File: config.mk
export PLATFORM = sky130hd
export DESIGN_NAME = piso_serializer
export DESIGN_NICKNAME = d
export VERILOG_FILES = /design/src/rtl/piso_serializer.sv
export SDC_FILE = /design/constraint.sdc
export NUM_CORES = 1
export LEC_CHECK = 0
export ABC_AREA = 1
export BUFFER_PORTS_ARGS = -buffer_cell sky130_fd_sc_hd__buf_2
export CORE_AREA = 2 2 39 41
export DETAILED_ROUTE_END_ITERATION = 10
export DIE_AREA = 0 0 41 43
export GPL_TIMING_DRIVEN = 0
export PLACE_DENSITY_LB_ADDON = 0.1
export SLEW_MARGIN = 20
export SYNTH_ARGS = -nofsm -noshare
export SYNTH_HDL_FRONTEND = slang
export SYNTH_SLANG_ARGS = --single-unit
File: constraint.sdc
create_clock -name clk -period 1.4 [get_ports clk]
set_clock_uncertainty 0.1 [all_clocks]
set_input_delay 0.28 -clock clk [delete_from_list [all_inputs] [get_ports clk]]
set_output_delay 0.28 -clock clk [all_outputs]
set_load 0.03 [all_outputs]
File: src/rtl/piso_serializer.sv
// Parallel-in / serial-out frame serializer with valid/ready load handshake,
// shift stall, and gapless back-to-back frames.
module piso_serializer #(
  parameter int unsigned WIDTH     = 4,
  parameter int unsigned MSB_FIRST = 1
) (
  input  logic             clk,
  input  logic             reset,
  input  logic             load_valid,
  input  logic [WIDTH-1:0] load_data,
  output logic             load_ready,
  input  logic             shift_en,
  output logic             serial_out,
  output logic             serial_valid,
  output logic             busy,
  output logic             done
);

  localparam int unsigned CNT_W = $clog2(WIDTH);

  typedef enum logic {
    IDLE  = 1'b0,
    SHIFT = 1'b1
  } state_t;

  state_t             state_q, state_d;
  logic [WIDTH-1:0]   shreg_q, shreg_d;
  logic [CNT_W-1:0]   cnt_q, cnt_d;

  // State, shift register and bit counter
  always_ff @(posedge clk or posedge reset) begin
    if (reset) begin
      state_q <= IDLE;
      shreg_q <= '0;
      cnt_q   <= '0;
    end else begin
      state_q <= state_d;
      shreg_q <= shreg_d;
      cnt_q   <= cnt_d;
    end
  end

  // Next-state, handshake and frame-end decode
  always_comb begin
    state_d    = state_q;
    shreg_d    = shreg_q;
    cnt_d      = cnt_q;
    load_ready = 1'b0;
    done       = 1'b0;
    unique case (state_q)
      IDLE: begin
        load_ready = 1'b1;
        if (load_valid) begin
          shreg_d = load_data;
          cnt_d   = CNT_W'(WIDTH - 1);
          state_d = SHIFT;
        end
      end
      SHIFT: begin
        if (shift_en) begin
          if (cnt_q == '0) begin
            // Last bit consumed; a word offered now starts the next frame with no gap
            done       = 1'b1;
            load_ready = 1'b1;
            if (load_valid) begin
              shreg_d = load_data;
              cnt_d   = CNT_W'(WIDTH - 1);
            end else begin
              shreg_d = '0;
              state_d = IDLE;
            end
          end else begin
            if (MSB_FIRST != 0) begin
              shreg_d = {shreg_q[WIDTH-2:0], 1'b0};
            end else begin
              shreg_d = {1'b0, shreg_q[WIDTH-1:1]};
            end
            cnt_d = cnt_q - CNT_W'(1);
          end
        end
      end
      default: state_d = IDLE;
    endcase
  end

  assign serial_valid = (state_q == SHIFT);
  assign busy         = (state_q == SHIFT);
  assign serial_out   = (state_q == SHIFT) &&
                        ((MSB_FIRST != 0) ? shreg_q[WIDTH-1] : shreg_q[0]);

endmodule

==> results.cfg <==
[yosys]
seq_area_frac_synth = 0.424
synth_top_area_frac = 0.424
synth-async-reset-ratio = 1.00
synth_common_cells = nand2_1 (13), nor2_1 (10), dfrtp_1 (7), inv_1 (7), a21oi_1 (6)
yosysUniqueCellTypes = 15
ys_ff_latch = 7
ys_warn_count = 0
synth_edf_count = 0
syn_avg_cell_area_um2 = 7.24
netlist_area_um2 = 413
synth_area_leader_cell = dfrtp_1
synth_cells = 57
synth_area_leaders = dfrtp_1 (42%), nand2_1 (12%), nor2_1 (9.1%), a21oi_1 (7.3%), inv_1 (6.4%)
ys.flop_type = dfrtp_1
synth_fp_nets = 65
post-synth-top-count-cell = nand2_1

[power_and_ir_drop]
p_sw_w = 0.000620
switching_share = 0.419
total_power_w = 0.00148
p_comb_frac = 0.639
power.clock.fraction = 0.127
vdd_ir_drop_max_uv = 1010
power_density_nw_per_um2 = 2150
p_leak_nw = 0.372
internal-power_w = 0.000861
pwr-share-seq = 0.234

[cts]
root_buffer = clkbuf_4
clkLatencyLatePin_ps = 250
h-tree-depth = 1
numCtsBuffers = 3
cts_tree = built
ctsLongestPathBuffers = 2
clk_pin_slew_ps = 60
clock-sinks = 7

[timing]
fmax_mhz = 686
rsz0062_at_grt = yes
worst_slew_pin_slew_ps = 278
setup_viol = 2
finalWorstSetupSlack_ps = -57.6
period_minus_slack_ps = 1460
slew_violations = 0
period_share = 1.04
maxSlewHeadroom = 0.814
hold_viol = 0
fin_tns_setup_ps = -59.5

[finish]
area_growth_syn_to_layout_pct = 67.0
finalNetCount = 95
drive_gt1_frac = 0.523
instances_no_fill = 102
n_antenna_cell = 0

[detailed_routing]
via_per_inst = 4.48
vias = 457
drt_iter0_markers = 2
routed_wl_um = 1000
post_drt_wl_per_cell_um = 9.83
drtAntennaViolNets = 0
drc_errors = 0
drt_pass1_iterations = 2

[global_routing]
grt_max_degree = 8
grt_pass1_vias = 455
grt_overflow = 0
antenna_found_initial = 0
grt_usage = 0.145
grt_pass1_wl_um = 1730

[die]
fp-row-count = 14
initial_core_util = 0.298
fp.dieW_um = 41
core_area_um2 = 1380
fp.dieH_um = 43
io_pins = 13
die_area_um2 = 1760

[hold_path]
hold_path_class = input pin to register

[placement]
io_buffers = 12
dp_hpwl_um = 619
place_congestion = 0.690
dp.cells = 85

[worst_setup_path]
start_kind = register
worstPathMaxFanout = 3
required_ps = 1020
cp-end-kind = output pin
cp_data_arrival_time_ps = 1080
worstSetupPathType = register to output pin

[status]
violations = negative setup slack
run_status = complete, but fails checks

[flow_run]
maxCapViolCount = 0
cell families after synthesis:
group	count (synthesis)	share of synthesized area
AND/OR/NAND/NOR	30	0.336
buffers and inverters	11	0.127
flip-flops	7	0.424
AO/OA/AOI/OAI	9	0.112
registers in the layout (all words and copies together) (netlist names):
name     count
shreg_q      4
cnt_q        2
busy         1
power groups by stage:
stage	registers (W)	clock network, W	logic [W]
after floorplan	0.000360	0	0.000435
after global routing	0.000357	0.000206	0.00103
after global placement	0.000357	0	0.000561
final	0.000346	0.000188	0.000947
after CTS	0.000340	0.000195	0.000820
after detailed placement	0.000356	0	0.000563
final timing paths:
| path | startpoint | end | slack [ps] | cells past startpoint |
|---|---|---|---|---|
| max | cnt_q[0] | load_ready | -60 | 4 |
| min | load_data[0] | shreg_q[0] | 160 | 3 |
| max reg2reg | cnt_q[1] | shreg_q[1] | 110 | 7 |
| min reg2reg | shreg_q[0] | shreg_q[0] | 380 | 2 |
| max in group asynchronous | reset | shreg_q[2] | 590 | 3 |
| min in group asynchronous | reset | shreg_q[3] | 390 | 3 |
critical path, stage by stage, from the launching register on:
cell and delay (ps):
dfrtp_1 380, inv_2 80, nand2_4 70, o21ai_4 140, buf_6 150
what timing repair did:
action,4_1_cts,5_1_grt
hold buffers,1,0
setup buffers,9,4
resized for setup,14,5
endpoints found under the setup margin,3,4
pin swaps,3,5
hold endpoints to repair,7,0
cell usage in the layout, fill, tap and decap left out, drive strengths merged:
cell type / n
clkbuf: 4
dfrtp: 7
o22ai: 1
o21ai: 2
nor2: 11
inv: 9
dlygate4sd3: 1
buf: 26
a21oi: 6
nand3: 1
nand2: 18
metrics by stage:
| step | util | cell area, um2 | setup WS, ps | hold slack, ps |
|---|---|---|---|---|
| 2_1_floorplan | - | 424 | -10.1 | -16.6 |
| 3_3_place_gp | 0.364 | 504 | 26.2 | 128 |
| 3_5_place_dp | 0.364 | 504 | 33.7 | 124 |
| 4_1_cts | 0.468 | 648 | -76.7 | 160 |
| 5_1_grt | 0.498 | 689 | -99.3 | 175 |
| 6_report | 0.498 | 689 | -57.6 | 163 |
area by class of cell:
cell class                 count  area [um2]
timing repair buffer          26         196
sequential                     7         175
clock buffer                   4        26.3
fill                         148         694
tap                           16        20.0
buffer                         1        11.3
inverter                       9        33.8
multi-input combinational     39         226
layer usage:
layer | wire length [um] | share of wire | up-vias | GRT usage
met2 | 508 | 0.51 | 7 | 0.219
met4 | 6 | 0.0060 | 0 | 0.100
met1 | 452 | 0.45 | 217 | 0.183
met5 | 0 | 0 | - | 0
met3 | 36 | 0.036 | 2 | 0.0157
li1 | - | - | 231 | -
Power figures use the tool's default switching activity.
